$ cat config.mk
export PLATFORM = sky130hd
export DESIGN_NAME = dsp_mac_coproc
export DESIGN_NICKNAME = d
export VERILOG_FILES = /design/src/rtl/dsp_pkg.sv /design/src/rtl/dsp_seq_mult.sv /design/src/rtl/dsp_mac_coproc.sv
export SDC_FILE = /design/constraint.sdc
export NUM_CORES = 1
export LEC_CHECK = 0
export BUFFER_PORTS_ARGS = -buffer_cell sky130_fd_sc_hd__buf_2
export CORE_MARGIN = 2
export CORE_UTILIZATION = 55
export DETAILED_ROUTE_END_ITERATION = 6
export PLACE_DENSITY = 0.7
export SLEW_MARGIN = 20
export SYNTH_ARGS = -nofsm -noshare
export SYNTH_HDL_FRONTEND = slang
export SYNTH_SLANG_ARGS = --single-unit
export TNS_END_PERCENT = 100
$ cat constraint.sdc
create_clock -name clk -period 26.2 [get_ports clk]
set_input_delay 3.93 -clock clk [delete_from_list [all_inputs] [get_ports clk]]
set_output_delay 3.93 -clock clk [all_outputs]
set_load 0.05 [all_outputs]
$ cat src/rtl/dsp_pkg.sv
// Shared encodings and sizing for the DSP multiply / MAC coprocessor.
package dsp_pkg;

   localparam int DSP_WIDTH = 32;

   function automatic int dsp_cnt_w(input int width);
      return $clog2(width);
   endfunction

   localparam int DSP_CNT_W = dsp_cnt_w(DSP_WIDTH);

   typedef enum logic [1:0] {
      DSP_MUL    = 2'b00,
      DSP_MULH   = 2'b01,
      DSP_MAC    = 2'b10,
      DSP_CLRACC = 2'b11
   } dsp_op_e;

   typedef enum logic [1:0] {
      S_IDLE = 2'b00,
      S_CALC = 2'b01,
      S_FIX  = 2'b10,
      S_DONE = 2'b11
   } dsp_state_e;

endpackage

$ cat src/rtl/dsp_seq_mult.sv
// Unsigned radix-2 shift-add multiplier: one multiplier bit retired per step.
module dsp_seq_mult
   import dsp_pkg::*;
#(
   parameter int WIDTH = DSP_WIDTH
) (
   input  logic                 clk,
   input  logic                 reset,
   input  logic                 load,
   input  logic [WIDTH-1:0]     mcand,
   input  logic [WIDTH-1:0]     mplier,
   input  logic                 step,
   output logic [2*WIDTH-1:0]   product
);

   logic [2*WIDTH-1:0] mcand_q;
   logic [2*WIDTH-1:0] product_q;
   logic [WIDTH-1:0]   mplier_q;

   always_ff @(posedge clk or posedge reset) begin
      if (reset) begin
         mcand_q   <= '0;
         mplier_q  <= '0;
         product_q <= '0;
      end else if (load) begin
         mcand_q   <= {{WIDTH{1'b0}}, mcand};
         mplier_q  <= mplier;
         product_q <= '0;
      end else if (step) begin
         if (mplier_q[0]) begin
            product_q <= product_q + mcand_q;
         end
         mcand_q  <= mcand_q << 1;
         mplier_q <= mplier_q >> 1;
      end
   end

   assign product = product_q;

endmodule

$ cat src/rtl/dsp_mac_coproc.sv
// Sequential signed MUL / MULH / MAC / CLRACC coprocessor with a one-cycle write-back pulse.
// Outputs are registered from the FSM state, so they trail the state register by one cycle.
module dsp_mac_coproc
   import dsp_pkg::*;
#(
   parameter int WIDTH      = DSP_WIDTH,
   parameter int REG_ADDR_W = 5
) (
   input  logic                  clk,
   input  logic                  reset,
   input  logic                  start,
   input  logic [1:0]            op,
   input  logic [WIDTH-1:0]      rs1_data,
   input  logic [WIDTH-1:0]      rs2_data,
   input  logic [REG_ADDR_W-1:0] rd,
   output logic                  busy,
   output logic                  done,
   output logic                  wb_we,
   output logic [REG_ADDR_W-1:0] wb_rd,
   output logic [WIDTH-1:0]      wb_data,
   output logic                  drop
);

   localparam int CNT_W = dsp_cnt_w(WIDTH);
   localparam int PW    = 2 * WIDTH;

   dsp_state_e            state_q;
   dsp_op_e               op_q;
   logic [REG_ADDR_W-1:0] rd_q;
   logic                  sign_q;
   logic [CNT_W-1:0]      cnt_q;
   logic [PW-1:0]         acc_q;
   logic [PW-1:0]         prod_q;
   logic                  busy_q;
   logic                  done_q;
   logic                  wb_we_q;
   logic                  drop_q;
   logic [REG_ADDR_W-1:0] wb_rd_q;
   logic [WIDTH-1:0]      wb_data_q;

   logic                  accept;
   logic                  mult_load;
   logic [WIDTH-1:0]      mag_a;
   logic [WIDTH-1:0]      mag_b;
   logic [PW-1:0]         mag_prod;
   logic [PW-1:0]         prod_d;
   logic [PW-1:0]         acc_d;
   logic [WIDTH-1:0]      wb_data_d;

   // busy_q still high in the done-output cycle, so a start there is dropped.
   assign accept    = start && (state_q == S_IDLE) && !busy_q;
   assign mult_load = accept && (op != DSP_CLRACC);
   assign mag_a     = rs1_data[WIDTH-1] ? -rs1_data : rs1_data;
   assign mag_b     = rs2_data[WIDTH-1] ? -rs2_data : rs2_data;
   assign prod_d    = sign_q ? -mag_prod : mag_prod;
   assign acc_d     = acc_q + prod_d;

   dsp_seq_mult #(.WIDTH(WIDTH)) u_mult (
      .clk     (clk),
      .reset   (reset),
      .load    (mult_load),
      .mcand   (mag_a),
      .mplier  (mag_b),
      .step    (state_q == S_CALC),
      .product (mag_prod)
   );

   always_comb begin
      wb_data_d = '0;
      case (op_q)
         DSP_MUL:  wb_data_d = prod_q[WIDTH-1:0];
         DSP_MULH: wb_data_d = prod_q[PW-1:WIDTH];
         DSP_MAC:  wb_data_d = acc_q[WIDTH-1:0];
         default:  wb_data_d = '0;
      endcase
   end

   always_ff @(posedge clk or posedge reset) begin
      if (reset) begin
         state_q   <= S_IDLE;
         op_q      <= DSP_MUL;
         rd_q      <= '0;
         sign_q    <= 1'b0;
         cnt_q     <= '0;
         acc_q     <= '0;
         prod_q    <= '0;
         busy_q    <= 1'b0;
         done_q    <= 1'b0;
         wb_we_q   <= 1'b0;
         drop_q    <= 1'b0;
         wb_rd_q   <= '0;
         wb_data_q <= '0;
      end else begin
         done_q  <= 1'b0;
         wb_we_q <= 1'b0;
         drop_q  <= start && !accept;
         busy_q  <= (state_q != S_IDLE);
         case (state_q)
            S_IDLE: begin
               if (accept) begin
                  op_q    <= dsp_op_e'(op);
                  rd_q    <= rd;
                  sign_q  <= rs1_data[WIDTH-1] ^ rs2_data[WIDTH-1];
                  cnt_q   <= CNT_W'(WIDTH - 1);
                  state_q <= (op == DSP_CLRACC) ? S_DONE : S_CALC;
               end
            end
            S_CALC: begin
               if (cnt_q == '0) begin
                  state_q <= S_FIX;
               end else begin
                  cnt_q <= cnt_q - CNT_W'(1);
               end
            end
            S_FIX: begin
               prod_q <= prod_d;
               if (op_q == DSP_MAC) begin
                  acc_q <= acc_d;
               end
               state_q <= S_DONE;
            end
            S_DONE: begin
               done_q    <= 1'b1;
               wb_we_q   <= (op_q != DSP_CLRACC) && (rd_q != '0);
               wb_rd_q   <= rd_q;
               wb_data_q <= wb_data_d;
               if (op_q == DSP_CLRACC) begin
                  acc_q <= '0;
               end
               state_q <= S_IDLE;
            end
            default: state_q <= S_IDLE;
         endcase
      end
   end

   assign busy    = busy_q;
   assign done    = done_q;
   assign wb_we   = wb_we_q;
   assign wb_rd   = wb_rd_q;
   assign wb_data = wb_data_q;
   assign drop    = drop_q;

endmodule

**Word level (Yosys, flattened, before mapping)**

Cells that the tools add are included.

- Output and inout bits: 41
- Input port bits: 74
- Flip-flop bits (word level): 344
- Word-level logic and storage cells: 81

- Mux-type cells: 23
- Equality and inequality tests: 14
- $add $sub $neg: 6
- Reduce and logical (&&, ||, !) cells: 21
- Bitwise logic cells: 1

Operators with widths:

| cell | count |
|---|---|
| $mux W64 | 8 |
| $add A64 B64 Y64 | 2 |
| $mux W32 | 4 |
| $pmux W64 S2 | 1 |
| $pmux W32 S3 | 1 |
| $neg A32 Y32 | 2 |
| $neg A64 Y64 | 1 |
| $ne A2 B2 Y1 const B | 7 |
| $eq A2 B2 Y1 const B | 5 |
| $mux W5 | 2 |
| $pmux W5 S2 | 1 |
| $reduce_bool A2 Y1 | 5 |
| $pmux W2 S4 | 1 |
| $mux W2 | 3 |
| $reduce_and A2 Y1 | 3 |
| $reduce_and A3 Y1 | 2 |
| $logic_and A1 B1 Y1 | 5 |
| $logic_not A5 Y1 | 1 |
| $reduce_bool A5 Y1 | 1 |
| $sub A5 B1 Y5 const B | 1 |
| $eq A2 B1 Y1 const B | 2 |
| $logic_not A2 Y1 | 2 |
| $logic_not A1 Y1 | 2 |
| $mux W1 | 2 |
| $xor A1 B1 Y1 | 1 |

**Depth between registers and ports, before layout**

Gate-level depths: netlist (run 1).

- Depth after elaboration: 6
- Gate-level depth with buffers: 20
- Depth with buffers taken out: 19

**Hierarchy**

From an unflattened synthesis (run 1), not the netlist that was laid out.

- Cells, all modules: 2309
- Area total of the unflattened synthesis: 20766.2 sq um

Modules (own cells, without submodules):

| module | cells an instance | sequential area each (sq um) | area an instance (sq um) | times used |
|---|---|---|---|---|
| dsp_mac_coproc | 1141 | 3803.6 | 10505.1 | 1 |
| dsp_seq_mult | 1168 | 4003.8 | 10261.1 | 1 |

**Worst setup path after synthesis (run 1)**

No wires, ideal clock.

- Kind: input-to-reg
- Start: input port rs2_data[8]
- End: register u_mult.mplier_q[29]
- Buffers on the path: 0
- Stages: 10
- Data required time: 26123 ps
- Arrival time: 6715 ps
- Path slack: 19408 ps
- Setup time: 77 ps
- Path through: or4_1 or3_1 or4_1 nand2b_1 or3_1 or3_1 o31ai_1 xnor2_1 nand2_1 o21ai_1

- Cells in the longest elaborated chain, start to end: 3

RTL lines:

| element | RTL line | text |
|---|---|---|
| start, declared | dsp_mac_coproc.sv:14 | `input logic [WIDTH-1:0] rs2_data,` |
| $neg A32 Y32 | dsp_mac_coproc.sv:54 | `assign mag_b = rs2_data[WIDTH-1] ? -rs2_data : rs2_data;` |
| $mux W32 | dsp_mac_coproc.sv:54 |  |
| $mux W32 | dsp_seq_mult.sv:25 | `end else if (load) begin` |
| end signal, assigned | dsp_seq_mult.sv:27 | `mplier_q <= mplier;` |
| end signal, assigned | dsp_seq_mult.sv:34 | `mplier_q <= mplier_q >> 1;` |
| end, declared | dsp_seq_mult.sv:18 | `logic [WIDTH-1:0] mplier_q;` |

No other way between the ends.
A chain may end at the register's enable or synchronous reset.

**Final worst setup path (run 1)**

Same ends and word-level chain as after synthesis.

==> results of run 1 <==
==> power by group through the flow <==
| stage | clock (mW) | combinational (mW) | sequential [mW] |
|---|---|---|---|
| 3_5_place_dp | 0 | 1.96 | 0.941 |
| 5_1_grt | 0.511 | 2.21 | 0.969 |
| 6_report | 0.484 | 1.99 | 0.939 |
| 3_3_place_gp | 0 | 1.93 | 0.931 |
| 4_1_cts | 0.495 | 1.98 | 0.934 |
| 2_1_floorplan | 0 | 1.45 | 0.971 |
==> layout make-up <==
class | count | area (um^2)
multi-input combinational | 1876 | 12200
tap | 468 | 586
sequential | 312 | 7810
inverter | 44 | 173
timing repair buffer | 131 | 714
fill | 3238 | 14100
clock inverter | 11 | 68.8
clock buffer | 51 | 1070
==> Yosys cell counts (11+ instances only) <==
cell	n
sky130_fd_sc_hd__nor2b_1	15
sky130_fd_sc_hd__nor3_1	30
sky130_fd_sc_hd__xor2_1	79
sky130_fd_sc_hd__o31ai_1	38
sky130_fd_sc_hd__o21ai_0	198
sky130_fd_sc_hd__xnor2_1	124
sky130_fd_sc_hd__a211oi_1	11
sky130_fd_sc_hd__nand2b_1	17
sky130_fd_sc_hd__a21o_1	36
sky130_fd_sc_hd__nand4_1	17
sky130_fd_sc_hd__clkbuf_1	106
sky130_fd_sc_hd__buf_1	14
sky130_fd_sc_hd__inv_1	44
sky130_fd_sc_hd__or3_1	25
sky130_fd_sc_hd__o41ai_1	18
sky130_fd_sc_hd__or4_1	22
sky130_fd_sc_hd__mux2i_1	128
sky130_fd_sc_hd__or2_2	11
sky130_fd_sc_hd__nand3_1	31
sky130_fd_sc_hd__nand2_1	313
sky130_fd_sc_hd__o21bai_1	14
sky130_fd_sc_hd__nor2_1	193
sky130_fd_sc_hd__ha_1	110
sky130_fd_sc_hd__dfrtp_1	312
sky130_fd_sc_hd__mux2_2	43
sky130_fd_sc_hd__a21oi_1	271
==> worst paths after layout <==
kind | slack (ns) | endpoint | from | depth (start not counted)
setup / recovery | 19.55 | u_mult.mplier_q[29] | rs2_data[8] | 11
hold / removal | 0.50 | wb_rd[1] | wb_rd[1] | 1
setup reg to reg | 20.88 | acc_q[31] | u_mult.product[11] | 18
hold reg to reg | 0.50 | wb_rd[1] | wb_rd[1] | 1
max in group asynchronous | 20.56 | op_q[1] | reset | 4
min in group asynchronous | 3.58 | acc_q[2] | reset | 2
==> sequential cells by signal, summed over array words and instances (netlist names) <==
name	flops
rd_q	5
state_q	2
wb_rd	5
busy	1
done	1
prod_q	64
drop	1
acc_q	32
cnt_q	5
u_mult.product	64
op_q	2
wb_data	32
u_mult.mplier_q	32
wb_we	1
u_mult.mcand_q	64
sign_q	1
==> routing by layer <==
layer	vias to the layer above	track usage, %	share of wire [%]
met3	79	3.48	4.8
met5	-	0	0
met2	383	40.4	43
met1	8102	39.4	49
li1	8467	-	-
met4	0	8.41	2.7
==> critical path, cell delays in order <==
cell and delay, ns:
sky130_fd_sc_hd__buf_2 0.12, sky130_fd_sc_hd__or4_1 0.57, sky130_fd_sc_hd__or3_1 0.39, sky130_fd_sc_hd__or4_1 0.48, sky130_fd_sc_hd__nand2b_1 0.23, sky130_fd_sc_hd__or3_1 0.42
sky130_fd_sc_hd__or3_1 0.40, sky130_fd_sc_hd__o31ai_1 0.26, sky130_fd_sc_hd__xnor2_1 0.15, sky130_fd_sc_hd__nand2_1 0.07, sky130_fd_sc_hd__o21ai_1 0.10
==> cells by family (layout without fill, tap and decap cells) <==
kind of cell / count (synthesis) / in the layout / share of synthesized area, %
AO/OA/AOI/OAI: 667 / 667 / 18.9
XOR/XNOR: 203 / 203 / 8.65
adder cells (fa/ha/maj): 112 / 112 / 6.89
buffers and inverters: 165 / 237 / 3.02
flip-flops: 312 / 312 / 38.0
multiplexers: 172 / 172 / 8.65
AND/OR/NAND/NOR: 722 / 722 / 15.9
==> through the flow <==
step / power (mW) / hold WS [ns]
after floorplan: 2.42 / 0.469
after global placement: 2.86 / 0.469
after detailed placement: 2.90 / 0.492
after CTS: 3.41 / 0.506
after global routing: 3.69 / 0.513
final: 3.41 / 0.500
==> results.txt, run 1 <==
- Maximum clock path buffer count: 3
- Die Span X: 197 um
- Final weighted congestion in routability-driven placement: 0.923
* Number of post-CTS setup repair buffers: 0
* Ys Warns: 0
- The top cell types in the final layout, fill and taps aside, are sky130_fd_sc_hd__nand2_1 (312), sky130_fd_sc_hd__dfrtp_1 (311), sky130_fd_sc_hd__a21oi_1 (270).
* Dpl hpwl: 37,400 um
- Cell at the root of the clock tree: sky130_fd_sc_hd__clkbuf_16
- For this design the ratio of total power to cell area is 151 nW/um^2.
- Number of buffers added on ports: 114
* Worst setup path class: in2reg
- In this run the tightest slew margin relative to its limit is 31.6%.
- Final worst-path cycle share: 25.4%
- TritonCTS Buffers: 36
- #FFs+latches synth: 312
- Setup repair after global routing left no endpoint under its margin.
* IR drop worst, VDD: 0.0497 mV
* Skew-Pair Late Insertion Delay: 0.54 ns
- Max Freq: 150 MHz
- Dividing the detail-routed via count by the number of cells gives 5.89.
- The mapped netlist covers 20,500 um^2.
- Combinational Power Share: 58.3%
* Seq/Total Area, Yosys: 38.0%
- Launching element type of the critical path: input pin
- Once layout is complete, the cells apart from fillers number 2,893.
* Top cell type's share of synthesized area: 38.0%
* Switch Pwr: 1.63 mW
* Slack of the critical path: 19.55 ns
* Path class of the lowest-slack min-delay path: reg2reg
- Antenna diodes: 0
- Leaving out fill and tap cells, the most frequent cell in the layout is sky130_fd_sc_hd__nand2_1.
* Overflow after GRT: 0
- In this run, post-CTS hold repair placed 0 buffers.
- Placement Cell Area: 21,400 um^2
- Max Clock Skew: 0.0209 ns
* Count of cell types in the netlist: 67
- Synthesis produced a netlist with a net count of 2,539.
- Entering global routing, the biggest net connects 210 pins.
- Final setup violation count: 0
- Max-slew violation count: 0
- sky130_fd_sc_hd__dfrtp_1 takes more of the synthesized area than any other cell.
- Number of placement rows: 70
- The number of antenna violations at the first check in global routing came to 0.
* CTS tree: done
- Global-route wire length before repair: 83,800 um
- Drc violations: 0
- Cell Count Post-Placement: 2,831
* Fraction of synthesis flops using an asynchronous set or reset pin: 100%
- The floorplan step defined a die boundary enclosing 38,900 um^2.
- Nets: 2,587
- CP Max Fanout: 5
- EDFF count, synth: 0
- Number of design-rule violations left by the first detailed-router iteration: 1,197
- In this run, flip-flops and latches consume 27.5% of the power.
* Drt pass-1 iters: 5
- Max-cap viol count: 0
- For this block, the routed nets add up to 51,300 um of wire.
- Capturing element type of the critical path: flip-flop
- At the pin with the least slew margin, the transition time is 1.01 ns.
- For this run, the total global-route usage over all layers was measured as 26.6%.
* Worst setup timing slack at the placement stage: 19.00 ns
- Summing over every cut layer, the via total after detailed routing is 17,031.
- Initial core utilization: 56.0%
- Final core area utilization: 61.5%
- Static leakage: 9.86 nW
* Number of antenna-violating nets in the routed design: 0
* Finished layout cell area: 22,600 um^2
- Worst EP required: 26.66 ns
* Most used flip-flop cell after synthesis: sky130_fd_sc_hd__dfrtp_1
* Cell types occupying the most area after synthesis: sky130_fd_sc_hd__dfrtp_1 (38%), sky130_fd_sc_hd__ha_1 (6.7%), sky130_fd_sc_hd__a21oi_1 (6.6%)
- Compared with the post-synthesis result, the final layout area differs by 9.91%.
- Signal arrival time at the worst endpoint: 7.11 ns
- DIE HEIGHT: 197 um
- Final TNS setup: 0 ns
- I/O pin count: 115
- A synthesized cell averages 8.73 um^2.
- The internal power of the cells totals 1.78 mW.
- The clock drives 312 sinks.
- The final hold violation count came to 0.
- Number of instances in the synthesized netlist: 2,353
- Gates resized during post-CTS repair numbered 0.
- Vias in the first global route: 16,238
- The clock network is responsible for 14.2% of the overall power.
* Clock period minus worst slack: 6.65 ns
* Clock transition at path regs: 0.06 ns
- Number of H-tree levels: 2
- Floorplan core area: 36,700 um^2
- In this run switching power makes up 47.9% of total power.
* Proportion of layout cells with a drive suffix above 1: 11.0%
- The run finished with clean final reports.
- Drt wl/cell: 17.7 um
Power figures use the tool's default switching activity.
==> inputs of run 2 (changes only) <==
==> constraint.sdc (replaced) <==
create_clock -name clk -period 6.4 [get_ports clk]
set_input_delay 0.96 -clock clk [delete_from_list [all_inputs] [get_ports clk]]
set_output_delay 0.96 -clock clk [all_outputs]
set_load 0.05 [all_outputs]
==> run 2 against run 1 <==
Effect of this change:
- clock power grew to 4.3 times the previous value
- clock skew grew 0.0071 ns
- combinational power grew to 4.1 times the previous value
- sequential share of layout area shrank 0.14 points
- largest cell class unchanged
- critical path type is now reg2reg
- die area is the same
==> results.txt, run 2 (same netlist as run 1, synthesis figures left out) <==
- Max Freq: 190 MHz
- Floorplan core area: 36,700 um^2 (unchanged)
* Number of design-rule violations left by the first detailed-router iteration: 1,172 (was 1,197)
- Overflow after GRT: 0 (unchanged)
- RSZ-0062 raised after global routing: no (unchanged)
- End of the worst register-to-register path: acc_q[31] (unchanged)
* CP Max Fanout: 5 (unchanged)
* Slowest stage cell on the critical path: sky130_fd_sc_hd__or4_4 (was sky130_fd_sc_hd__or4_1)
- The maximum number of pins on one net before global-route repair came to 210 (unchanged).
* Drt pass-1 iters: 5 (unchanged)
* Final weighted congestion in routability-driven placement: 0.937 (was 0.923)
- The post-route non-filler standard cell count is 2,897 (was 2,893).
* Vias in the first global route: 16,406 (was 16,238)
- Global-route wire length before repair: 86,300 um (was 83,800 um)
- TritonCTS Buffers: 37 (was 36)
* Resized cells post-CTS: 0 (unchanged)
* Static leakage: 9.89 nW (was 9.86 nW)
- The total DRC errors in the routed layout was 0 (unchanged).
* Routed metal-1 wirelength: 25,200 um (was 25,300 um)
- Cell Count Post-Placement: 2,830 (was 2,831)
* Max Clock Skew: 0.0280 ns (was 0.0209 ns)
- Initial core utilization: 56.0% (unchanged)
- Die Span X: 197 um (unchanged)
- The post-CTS setup repair buffer count is 0 (unchanged).
* Beginning of the critical path: u_mult.product[11] (was rs2_data[8])
* Nets: 2,587 (unchanged)
* Synth-to-Final Area Change: 10.3% (was 9.91%)
- The number of antenna violations at the first check in global routing came to 3 (was 0).
- Top library cells by usage in the layout, fill and taps aside: sky130_fd_sc_hd__nand2_1 (312), sky130_fd_sc_hd__dfrtp_1 (311), sky130_fd_sc_hd__a21oi_1 (270) (unchanged)
* DR vias/cell: 5.96 (was 5.89)
- The longest individual stage delay on the worst path is 0.56 ns (was 0.57 ns).
- The final hold violation count was 0 (unchanged).
- Number of placement rows: 70 (unchanged)
* Wire length on met2: 22,400 um (was 22,100 um)
- The class of the most critical hold timing path is in2async (was reg2reg).
* Normalized max-slew margin: 31.2% (was 31.6%)
* Capturing element type of the critical path: flip-flop (unchanged)
* Crit path to: acc_q[31] (was u_mult.mplier_q[29])
- The clock slew at the register clock pins of the worst setup and hold paths is 0.06 ns (about the same).
- Worst EP required: 6.89 ns (was 26.66 ns)
* Signal arrival time at the worst endpoint: 5.75 ns (was 7.11 ns)
- The fraction of layout cells with a size suffix above 1 came to 11.0% (about the same).
- Dpl hpwl: 38,000 um (was 37,400 um)
* Areal power density over the cells: 625 nW/um^2 (was 151 nW/um^2)
* Total global routing track utilization: 27.5% (was 26.6%)
* Skew-Pair Late Insertion Delay: 0.57 ns (was 0.54 ns)
* Area of the die: 38,900 um^2 (unchanged)
* Max-cap viol count: 0 (unchanged)
- The via count was 17,267 (was 17,031).
- Drt wl/cell: 18.1 um (was 17.7 um)
- Worst setup path class: reg2reg (was in2reg)
- The setup violation total in the final timing report came to 0 (unchanged).
- The number of cells on the worst reg-to-reg path came to 18 (unchanged).
- The number of buffers between clock root and the deepest sink was 3 (unchanged).
* Cell at the root of the clock tree: sky130_fd_sc_hd__clkbuf_16 (unchanged)
* Cell breakdown of the critical path: or4_4 > or3_1 > or3_4 > or3_1 > o21ai_0 > xnor2_1 > ha_1 > and2_1 > and3_1 > a21oi_1 > nor2_1 > a211oi_1 > a31oi_1 > o21a_1 > o21a_1 > or4_1 > a221oi_1 > a21o_1 (was buf_2 > or4_1 > or3_1 > or4_1 > nand2b_1 > or3_1 > or3_1 > o31ai_1 > xnor2_1 > nand2_1 > o21ai_1)
- The final critical path takes up 82.1% of the cycle.
- The maximum level of the CTS H-tree is 2 (unchanged).
- I/O pin count: 115 (unchanged)
- The number of buffer cells added on primary ports came to 114 (unchanged).
- The most common library cell in the layout ignoring fill and taps is sky130_fd_sc_hd__nand2_1 (unchanged).
* IR drop worst, VDD: 0.252 mV (was 0.0497 mV)
- Slack of the worst reg-to-reg path: 1.14 ns (was 20.88 ns)
- Max-slew violation count: 0 (unchanged)
- The highest layer used for signal routing is met4 (unchanged).
- Reg-to-Reg Start: u_mult.product[11] (unchanged)
* DIE HEIGHT: 197 um (unchanged)
- CTS tree: done (unchanged)
- The aggregate routed wire length is 52,400 um (was 51,300 um).
- Number of antenna-violating nets in the routed design: 0 (unchanged)
- Length of routed met3 wiring: 3280 um (was 2480 um)
- Outcome: complete, no violations (unchanged).
* Final TNS setup: 0 ns (unchanged)
* Transition at the pin with the smallest max-transition slack: 1.03 ns (was 1.01 ns)
* Launching element type of the critical path: flip-flop (was input pin)
- # clock sinks: 312 (unchanged)
* Hold-fix buffers, CTS: 0 (unchanged)
- The worst path needs 5.26 ns of the cycle, external delays included.
run 2: cell types whose count changed in the layout (fill, tap and decap cells not counted), moves of 2 or more:
cell,before,now
sky130_fd_sc_hd__clkinv_8,0,2
sky130_fd_sc_hd__clkbuf_8,9,7
sky130_fd_sc_hd__bufinv_16,0,2
sky130_fd_sc_hd__buf_12,1,3
sky130_fd_sc_hd__buf_4,15,13
sky130_fd_sc_hd__clkinvlp_4,1,3
sky130_fd_sc_hd__clkbuf_1,5,8
run 2: metal layers:
metal,vias up,track usage [%]
li1,8467,-
met1,8214,40.6
met2,489,41.3
met3,97,4.54
met4,0,8.83
met5,-,0
run 2: stage by stage:
stage / instance area, um^2 / utilization, % / hold WS, ns / total power [mW] / worst slack (ns)
final: 22700 / 61.8 / 0.325 / 14.2 / 1.14
after detailed placement: 21500 / 58.5 / 0.491 / 12.0 / 1.22
after global placement: 21500 / 58.5 / 0.478 / 11.8 / 1.29
after floorplan: 20600 / - / 0.469 / 9.92 / 1.29
after CTS: 22700 / 61.8 / 0.312 / 14.1 / 1.19
after global routing: 22700 / 61.8 / 0.331 / 15.3 / 0.840
run 2: cell type report:
class / count / area, um^2
tap: 468 / 586
inverter: 44 / 169
antenna: 1 / 2.50
clock inverter: 14 / 155
multi-input combinational: 1876 / 12200
fill: 3177 / 14000
sequential: 312 / 7810
timing repair buffer: 130 / 728
clock buffer: 52 / 1050
run 2: worst min path at each step:
stage	end	slack, ns	start	cells after the start
after detailed placement	wb_rd[0]	0.49	wb_rd[0]	1
after floorplan	cnt_q[0]	0.47	cnt_q[0]	1
after global placement	drop	0.48	busy	1
after global routing	acc_q[3]	0.33	reset	2
after CTS	acc_q[3]	0.31	reset	2
final	acc_q[3]	0.33	reset	2
run 2: critical path: cells and delay by family (launching register included):
family          cells  cell delay [ns]
xor+xnor            1             0.18
compound gates      8             1.65
simple gates        8             2.62
flops               1             0.43
fa+ha+maj           1             0.32
run 2: power by group:
part           switching [mW]  leakage [nW]  total (mW)  internal, mW
Sequential              0.888          3.82        3.83          2.94
Combinational            5.06          5.47        8.24          3.18
Clock                   0.862         0.590        2.10          1.23
